### src/rtl/prirv32_fetch_unit.sv
// prirv32_fetch_unit
//   Instruction fetch stage feeding the decoder. Holds the fetch PC and issues
//   word reads over a req/gnt/rvalid handshake. Returned words are buffered with
//   their PCs in a small prefetch FIFO and presented downstream via valid/ready.
//   A redirect flushes the FIFO and marks every in-flight read as stale.
// Ports
//   clk_in, rst_n                    clock, async active-low reset
//   fetch_en_i                       1 = issuing allowed, 0 = pause issuing
//   imem_req_o/addr_o/gnt_i          request channel (addr held until gnt)
//   imem_rvalid_i/rdata_i            in-order read responses, one per grant
//   redirect_i/redirect_pc_i         single-cycle PC redirect
//   instr_valid_o/ready_i            FIFO head handshake to the decoder
//   instr_data_o/instr_pc_o          FIFO head word and its PC
module prirv32_fetch_unit #(
  parameter logic [31:0] RESET_PC   = 32'h0000_0000,
  parameter int unsigned FIFO_DEPTH = 2
) (
  input  logic        clk_in,
  input  logic        rst_n,
  input  logic        fetch_en_i,
  output logic        imem_req_o,
  output logic [31:0] imem_addr_o,
  input  logic        imem_gnt_i,
  input  logic        imem_rvalid_i,
  input  logic [31:0] imem_rdata_i,
  input  logic        redirect_i,
  input  logic [31:0] redirect_pc_i,
  output logic        instr_valid_o,
  input  logic        instr_ready_i,
  output logic [31:0] instr_data_o,
  output logic [31:0] instr_pc_o
);
  localparam int CW = $clog2(FIFO_DEPTH + 1);
  localparam int PW = $clog2(FIFO_DEPTH);

  typedef enum logic [1:0] {ST_BOOT, ST_RUN, ST_PAUSE} state_e;

  state_e        r_state, w_state_nxt;
  logic [31:0]   r_fetch_pc;
  logic [CW-1:0] r_outstanding, r_drop, r_fifo_cnt;
  logic [PW-1:0] r_tag_wp, r_tag_rp, r_fifo_wp, r_fifo_rp;
  logic [31:0]   r_tag_q     [FIFO_DEPTH];
  logic [31:0]   r_fifo_data [FIFO_DEPTH];
  logic [31:0]   r_fifo_pc   [FIFO_DEPTH];
  logic [31:0]   r_hold_data, r_hold_pc;

  logic [CW:0]   w_credit_used;
  logic          w_grant, w_rsp, w_push, w_pop;

  // Credit counts both buffered words and reads still in flight, so every
  // granted read is guaranteed a FIFO slot when it returns.
  assign w_credit_used = {1'b0, r_fifo_cnt} + {1'b0, r_outstanding};
  assign imem_req_o    = (r_state == ST_RUN) && (w_credit_used < (CW+1)'(FIFO_DEPTH));
  assign imem_addr_o   = r_fetch_pc;

  assign w_grant = imem_req_o && imem_gnt_i;
  // A response with nothing outstanding is a protocol error and is ignored.
  assign w_rsp   = imem_rvalid_i && (r_outstanding != '0);
  assign w_push  = w_rsp && (r_drop == '0) && !redirect_i;
  assign w_pop   = instr_valid_o && instr_ready_i && !redirect_i;

  assign instr_valid_o = (r_fifo_cnt != '0);
  // When empty the outputs keep the last presented word.
  assign instr_data_o  = instr_valid_o ? r_fifo_data[r_fifo_rp] : r_hold_data;
  assign instr_pc_o    = instr_valid_o ? r_fifo_pc[r_fifo_rp]   : r_hold_pc;

  always_comb begin
    w_state_nxt = r_state;
    case (r_state)
      ST_BOOT:  w_state_nxt = ST_RUN;
      ST_RUN:   if (!fetch_en_i) w_state_nxt = ST_PAUSE;
      ST_PAUSE: if (fetch_en_i)  w_state_nxt = ST_RUN;
      default:  w_state_nxt = ST_BOOT;
    endcase
  end

  always_ff @(posedge clk_in or negedge rst_n) begin
    if (!rst_n) begin
      r_state       <= ST_BOOT;
      r_fetch_pc    <= RESET_PC;
      r_outstanding <= '0;
      r_drop        <= '0;
      r_fifo_cnt    <= '0;
      r_tag_wp      <= '0;
      r_tag_rp      <= '0;
      r_fifo_wp     <= '0;
      r_fifo_rp     <= '0;
      r_hold_data   <= '0;
      r_hold_pc     <= '0;
    end else begin
      r_state       <= w_state_nxt;
      r_hold_data   <= instr_data_o;
      r_hold_pc     <= instr_pc_o;
      r_outstanding <= r_outstanding + CW'(w_grant) - CW'(w_rsp);
      if (w_grant) r_tag_wp <= r_tag_wp + PW'(1);
      if (w_rsp)   r_tag_rp <= r_tag_rp + PW'(1);

      if (redirect_i) begin
        r_fetch_pc <= {redirect_pc_i[31:2], 2'b00};
        // drop is always a subset of outstanding, so after a redirect every
        // read still in flight (including one granted this cycle) is stale.
        r_drop     <= r_outstanding + CW'(w_grant) - CW'(w_rsp);
        r_fifo_cnt <= '0;
        r_fifo_wp  <= '0;
        r_fifo_rp  <= '0;
      end else begin
        if (w_grant) r_fetch_pc <= r_fetch_pc + 32'd4;
        if (w_rsp && (r_drop != '0)) r_drop <= r_drop - CW'(1);
        r_fifo_cnt <= r_fifo_cnt + CW'(w_push) - CW'(w_pop);
        if (w_push) r_fifo_wp <= r_fifo_wp + PW'(1);
        if (w_pop)  r_fifo_rp <= r_fifo_rp + PW'(1);
      end
    end
  end

  // Storage arrays need no reset: they are only read behind valid counters.
  always_ff @(posedge clk_in) begin
    if (w_grant) r_tag_q[r_tag_wp] <= r_fetch_pc;
    if (w_push) begin
      r_fifo_data[r_fifo_wp] <= imem_rdata_i;
      r_fifo_pc[r_fifo_wp]   <= r_tag_q[r_tag_rp];
    end
  end

  rvalid_without_request: assert property (@(posedge clk_in) disable iff (!rst_n)
    !(imem_rvalid_i && (r_outstanding == '0)));

endmodule

### config.mk
export PLATFORM = sky130hd
export DESIGN_NAME = prirv32_fetch_unit
export DESIGN_NICKNAME = d
export VERILOG_FILES = /design/src/rtl/prirv32_fetch_unit.sv
export SDC_FILE = /design/constraint.sdc
export NUM_CORES = 1
export LEC_CHECK = 0
export ABC_AREA = 1
export CAP_MARGIN = 25
export CELL_PAD_IN_SITES_DETAIL_PLACEMENT = 1
export CELL_PAD_IN_SITES_GLOBAL_PLACEMENT = 2
export CORE_AREA = 4 4 202 145
export CTS_BUF_LIST = sky130_fd_sc_hd__clkbuf_8
export CTS_CLUSTER_DIAMETER = 150
export DETAILED_ROUTE_END_ITERATION = 12
export DIE_AREA = 0 0 206 149
export DONT_BUFFER_PORTS = 1
export GPL_ROUTABILITY_DRIVEN = 0
export PLACE_DENSITY_LB_ADDON = 0.1
export SYNTH_ARGS = -nofsm -noshare
export SYNTH_HDL_FRONTEND = slang
export SYNTH_SLANG_ARGS = --single-unit
### constraint.sdc
create_clock -name clk_in -period 6.1 [get_ports clk_in]
set_input_delay 1.83 -clock clk_in [delete_from_list [all_inputs] [get_ports clk_in]]
set_output_delay 1.83 -clock clk_in [all_outputs]
set_load 0.02 [all_outputs]
==> flow_summary_export.csv, run 1 <==
group,metric,value,unit
run_status,status,"finished, final reports clean",
logic_synthesis,syn_area,11630,µm²
timing,slew_viol_final,0,
drt,vias,7342,
global_routing,grt_pass1_wl,46310,µm
worst_hold_path,hold_depth,2,
power,power_density,456.4,nW/µm²
worst_hold_path,min_path_type,"register to register",
die,core_area,27440,µm²
clock_tree,holdBufCountCts,0,
timing,finClkSkew,0.02510,ns
clock_tree,numCtsBuffers,45,
clock_tree,root_buffer,"clkbuf_8",
clock_tree,clock_latency,0.56,ns
clock_tree,cts_tree,"built",
layout,drive_gt1_share,9.406,%
drt,first_iter_violations,363,
global_routing,grt_max_degree,107,
timing,tightest_slew,0.9645,ns
timing,whs,0.5413,ns
critical_path,required,4.27,ns
placed_design,dpl.hpwl,18420,µm
critical_path,crit_fanout,42,
clock_tree,cts_buffer_depth,3,
clock_tree,clock_sinks,290,
global_routing,antenna_found_initial,0,
power,p_int,3.717,mW
die,die-area,30690,µm²
critical_path,crit_type,"register to output port",
logic_synthesis,ys_seq_elements,290,
power,p_sw_share,36.76,%
timing,finalSetupViolCount,0,
timing,finalHoldViolCount,0,
drt,wl,29030,µm
die,start_util,42.38,%
drt,route.detailed.drc,0,
drt,wl_per_cell,19.80,µm
die,rows,51,
layout,layout.nets,1140,
die,pin_count,169,
power,vdd_drop_max,0.2190,mV
power,seq_power_share,47.4,%
layout,diodes,0,
drt,dr.pass1.iters,4,
clock_tree,clkTransAtPathRegs,0.06,ns
timing,finalCritPeriodShare,76.56,%
layout,area_delta_synth_final,10.75,%
drt,ant_nets,0,
power,pwr-share-comb,25.7,%
die,die_w,206,µm
timing,max_slew_margin,35.70,%
die,fp.dieH,149,µm
clock_tree,cts_resized,0,
timing,timing.final.crit_period,4.670,ns
logic_synthesis,syn_inst,1045,
global_routing,grt_pass1_vias,7901,
timing,final.setup.tns,0,ns
clock_tree,cts_max_level,2,
global_routing,gr-usage-all-layers,19.40,%
critical_path,startpoint_type,"register",
timing,max_freq,214.1,MHz
logic_synthesis,synth_area_leaders,"edfxtp_1 48%, dfrtp_1 23%, nand2_1 9.6%",
timing,rsz0062_at_grt,"false",
power,p_clk_share,26.9,%
critical_path,reg2reg_depth,5,
critical_path,crit_arrival,2.84,ns
logic_synthesis,yosysSeqAreaShare,70.32,%
layout,fillers,2934,
critical_path,end_kind,"output port",
job,drv_cap,0,
power,power_leakage,5.266,nW
drt,post_drt_via_cell_ratio,5.008,
logic_synthesis,yosys_warnings,0,
logic_synthesis,synth_cell_types,34,
clock_tree,postCtsSetupBuffers,0,
global_routing,grt_overflow_total,0,
logic_synthesis,synth_top_cell_by_area,"edfxtp_1",
placed_design,portBuffers,0,
logic_synthesis,synth.avg_cell_area,11.13,µm²
power,p_sw,2.161,mW
logic_synthesis,synth_top_cell_area_share,47.51,%
==> stage by stage <==
stage	instance area [µm²]	total power [mW]	instances	setup slack [ns]	util (%)
floorplan	11640	3.927	1046	0.8429	-
CTS	12880	5.991	1466	1.304	46.94
detailed placement	12020	4.382	1386	1.914	43.81
finish	12880	5.878	1466	1.430	46.94
global route	12880	6.266	1466	1.174	46.94
global placement	11990	4.319	1385	1.972	43.71
==> registers in the layout (all words and copies together) (netlist names), 30 cells and up <==
register,count
imem_addr_o,30
r_fifo_data,64
r_fifo_pc,60
r_hold_data,32
r_hold_pc,32
r_tag_q,60
==> worst paths after layout <==
path | start | end | slack (ns)
max | r_fifo_cnt[1]$_DFF_PN0_ | instr_data_o[23] | 1.43
min | r_tag_q[0][23]$_DFFE_PP_ | r_fifo_pc[0][23]$_DFFE_PP_ | 0.54
max reg2reg | r_fifo_cnt[1]$_DFF_PN0_ | r_hold_data[23]$_DFF_PN0_ | 3.63
min reg2reg | r_tag_q[0][23]$_DFFE_PP_ | r_fifo_pc[0][23]$_DFFE_PP_ | 0.54
max in group asynchronous | rst_n | r_hold_data[29]$_DFF_PN0_ | 4.96
min in group asynchronous | rst_n | imem_addr_o[25]$_DFFE_PN0P_ | 0.97
==> power groups by stage <==
stage	Combinational, mW	Sequential (mW)	Clock, mW
floorplan	1.17	2.75	0
global placement	1.50	2.82	0
detailed placement	1.55	2.83	0
CTS	1.56	2.80	1.64
global route	1.70	2.84	1.73
finish	1.51	2.79	1.58
==> cell usage after synthesis, drive strengths merged <==
cell,number
nor3,2
xor2,7
a31oi,1
fa,1
nand2,307
nand4,1
nand3,46
a21oi,128
xnor2,7
edfxtp,184
nand3b,2
dfrtp,106
and2,1
o22ai,1
conb,1
buf,24
nor2,119
ha,6
and3,1
clkbuf,18
o21ai,18
o211ai,2
inv,56
o21bai,6
==> critical path: stages (launching register included) <==
cell,delay [ns]
dfrtp_1,0.45
nor2_4,0.06
inv_2,0.66
buf_4,0.44
nor2_1,0.08
a21oi_1,0.57
==> routing by layer <==
| metal | global-route usage, % | wire (µm) | up-vias |
|---|---|---|---|
| met4 | 4.621 | 487 | 0 |
| met5 | 0 | 0 | - |
| met3 | 5.542 | 2100 | 42 |
| li1 | - | - | 3532 |
| met2 | 30.16 | 13330 | 143 |
| met1 | 27.30 | 13110 | 3625 |
==> layout make-up <==
type / count / area (µm²) / share of cell area [%]
flip-flops and latches: 290 / 8179 / 63.51
multi-input cells: 658 / 3064 / 23.79
clock buffers: 47 / 646.9 / 5.023
well taps: 371 / 464.2 / 3.604
clock inverters: 33 / 211.5 / 1.642
inverters: 56 / 210.2 / 1.632
repair buffers: 11 / 102.6 / 0.7967
==> cell families after synthesis <==
group,after synthesis,synth area share [%]
compound gates,156,6.908
xor+xnor,14,1.054
fa+ha+maj,7,0.8177
buf+inv,98,3.604
flops,290,70.32
other cells,1,0.03225
simple gates,479,17.26
==> layout by cell type, fill, tap and decap left out, types with 2 or more instances in the layout <==
master / netlist / routed
nand2_1: 298 / 298
edfxtp_1: 184 / 184
a21oi_1: 128 / 128
dfrtp_1: 106 / 105
nor2_1: 102 / 99
inv_1: 51 / 68
clkbuf_8: 0 / 47
nand3_1: 46 / 46
o21ai_0: 15 / 15
nor2_2: 11 / 12
buf_4: 4 / 10
clkinv_1: 0 / 8
nor2_4: 5 / 7
xor2_1: 7 / 7
xnor2_1: 7 / 7
nand2_2: 6 / 6
o21bai_1: 6 / 6
ha_1: 6 / 6
inv_2: 5 / 5
clkinv_2: 0 / 4
o21ai_1: 3 / 3
nand2_4: 3 / 3
bufinv_16: 0 / 3
nand3b_1: 2 / 2
o211ai_1: 2 / 2
conb_1: 1 / 2
(Power assumes the default switching activity.)
==> run 2: changes to the inputs <==
--- a/config.mk
+++ b/config.mk
@@ -9,11 +9,11 @@
 export CAP_MARGIN = 25
 export CELL_PAD_IN_SITES_DETAIL_PLACEMENT = 1
 export CELL_PAD_IN_SITES_GLOBAL_PLACEMENT = 2
-export CORE_AREA = 4 4 202 145
+export CORE_AREA = 4 4 212 152
 export CTS_BUF_LIST = sky130_fd_sc_hd__clkbuf_8
 export CTS_CLUSTER_DIAMETER = 150
 export DETAILED_ROUTE_END_ITERATION = 12
-export DIE_AREA = 0 0 206 149
+export DIE_AREA = 0 0 216 156
 export DONT_BUFFER_PORTS = 1
 export GPL_ROUTABILITY_DRIVEN = 0
 export PLACE_DENSITY_LB_ADDON = 0.1
==> constraint.sdc (replaced) <==
create_clock -name clk_in -period 3.94 [get_ports clk_in]
set_input_delay 1.182 -clock clk_in [delete_from_list [all_inputs] [get_ports clk_in]]
set_output_delay 1.182 -clock clk_in [all_outputs]
set_load 0.02 [all_outputs]
==> run 2 against run 1 <==
  * Cell area is 0.97% higher
  * Wire length is 3.1% higher
  * Via count is 1.4% higher
==> flow_summary_export.csv, run 2 (same netlist as run 1, synthesis figures left out) <==
group,metric,value,unit
run_status,status,"finished, final reports clean",
clock_tree,holdBufCountCts,0,
timing,finalCritPeriodShare,93.81,%
critical_path,r2r-start,"r_fifo_cnt[0]$_DFF_PN0_",
global_routing,grt_pass1_wl,47370,µm
critical_path,startpoint_type,"register",
timing,final.setup.tns,0,ns
placed_design,dpl.hpwl,18850,µm
layout,regMostFlops,"r_fifo_data",
critical_path,end_kind,"output port",
timing,finClkSkew,0.02392,ns
timing,timing.final.crit_period,3.696,ns
worst_hold_path,min_path_type,"input port to asynchronous set/reset pin",
die,die-area,33700,µm²
die,rows,53,
power,power_leakage,5.295,nW
clock_tree,cts_resized,0,
critical_path,reg2reg_to,"r_drop[1]$_DFFE_PN0P_",
drt,wl_per_cell,19.69,µm
clock_tree,clock_latency,0.56,ns
timing,worst_slack,0.2437,ns
global_routing,gr-usage-all-layers,17.96,%
layout,drive_gt1_share,10.12,%
job,drv_cap,0,
power,vdd_drop_max,0.2842,mV
placed_design,placed_cell_area,12160,µm²
global_routing,grt_pass1_vias,7963,
drt,post_drt_via_cell_ratio,4.897,
critical_path,crit_arrival,2.51,ns
timing,max_slew_margin,44.53,%
timing,slew_viol_final,0,
layout,area_delta_synth_final,11.82,%
global_routing,grt_max_degree,107,
placed_design,portBuffers,0,
die,core_area,29910,µm²
critical_path,crit_fanout,62,
die,start_util,38.88,%
timing,finalHoldViolCount,0,
layout,largest_register_ff_count,64,
layout,layout.nets,1150,
drt,wl,29940,µm
timing,whs,0.3196,ns
timing,tightest_slew,0.8321,ns
die,die_w,216,µm
drt,dr.pass1.iters,5,
drt,ant_nets,0,
layout,design_area,13000,µm²
global_routing,grt_overflow_total,0,
timing,max_freq,270.5,MHz
clock_tree,cts_max_level,2,
critical_path,required,2.76,ns
clock_tree,cts_buffer_depth,3,
power,power_density,700.3,nW/µm²
clock_tree,clock_sinks,290,
layout,final_cell_mix,"298 x nand2_1, 184 x edfxtp_1, 128 x a21oi_1",
clock_tree,clkTransAtPathRegs,0.07,ns
critical_path,reg2reg_slack,1.52,ns
layout,mostFrequentLayoutCell,"nand2_1",
global_routing,antenna_found_initial,0,
timing,finalSetupViolCount,0,
critical_path,crit_type,"register to output port",
clock_tree,root_buffer,"clkbuf_8",
die,pin_count,169,
clock_tree,cts_tree,"built",
layout,largest_registers,"r_fifo_data: 64 flops, r_fifo_pc: 60 flops, r_tag_q: 60 flops",
die,fp.dieH,156,µm
critical_path,reg2reg_depth,10,
placed_design,post-place-ws,0.8243,ns
drt,route.detailed.drc,0,
clock_tree,postCtsSetupBuffers,0,
drt,vias,7443,
clock_tree,numCtsBuffers,46,
drt,first_iter_violations,424,
timing,rsz0062_at_grt,"false",
## run 2: cell types whose count changed in the layout (fill, tap and decap cells not counted), sizes merged
| cell | previous run | this run |
|---|---|---|
| buf | 11 | 20 |
| inv | 73 | 70 |
| diode | 0 | 1 |
| clkbuf | 47 | 49 |
| bufinv | 3 | 1 |
| clkinv | 12 | 18 |
## run 2: worst max-delay path, stage by stage, from the launching register on
cell	delay, ns
dfrtp_1	0.44
nor2_4	0.13
buf_4	0.61
a21oi_1	0.09
a21oi_1	0.63
## run 2: worst max-delay path by stage
stage | from | end | cells after the start
detailed placement | r_fifo_cnt[1]$_DFF_PN0_ | instr_pc_o[20] | 4
finish | r_fifo_cnt[1]$_DFF_PN0_ | instr_pc_o[20] | 4
global route | r_fifo_cnt[0]$_DFF_PN0_ | instr_pc_o[7] | 4
global placement | r_fifo_cnt[1]$_DFF_PN0_ | instr_pc_o[15] | 4
floorplan | imem_rvalid_i | r_fifo_data[0][0]$_DFFE_PP_ | 4
CTS | r_fifo_cnt[1]$_DFF_PN0_ | instr_pc_o[20] | 4
## run 2: layer usage
| layer | track usage [%] | vias up | part of all wire (%) |
|---|---|---|---|
| li1 | - | 3552 | - |
| met5 | 0 | - | 0 |
| met2 | 28.45 | 139 | 46 |
| met3 | 5.645 | 47 | 6.6 |
| met1 | 24.33 | 3705 | 46 |
| met4 | 4.660 | 0 | 1.7 |
## run 2: layout make-up
type / instances / area (µm²)
timing repair buffer: 20 / 195.2
multi-input combinational: 658 / 3064
clock buffer: 49 / 674.4
antenna: 1 / 2.502
sequential: 290 / 8179
tap: 412 / 515.5
clock inverter: 34 / 162.7
inverter: 56 / 210.2
fill: 3249 / 16900
## run 2: where the power goes
group          leakage (nW)  switching (mW)  total (mW)  internal, mW
clock                 0.479            1.16        2.37          1.21
sequential             2.90           0.382        4.31          3.93
combinational          1.92            1.85        2.42         0.577
## run 2: metrics by stage
step / total power, mW / instances / utilization (%)
global route: 9.724 / 1519 / 43.47
detailed placement: 6.856 / 1436 / 40.67
finish: 9.107 / 1520 / 43.48
floorplan: 6.081 / 1046 / -
CTS: 9.283 / 1519 / 43.47
global placement: 6.781 / 1435 / 40.58
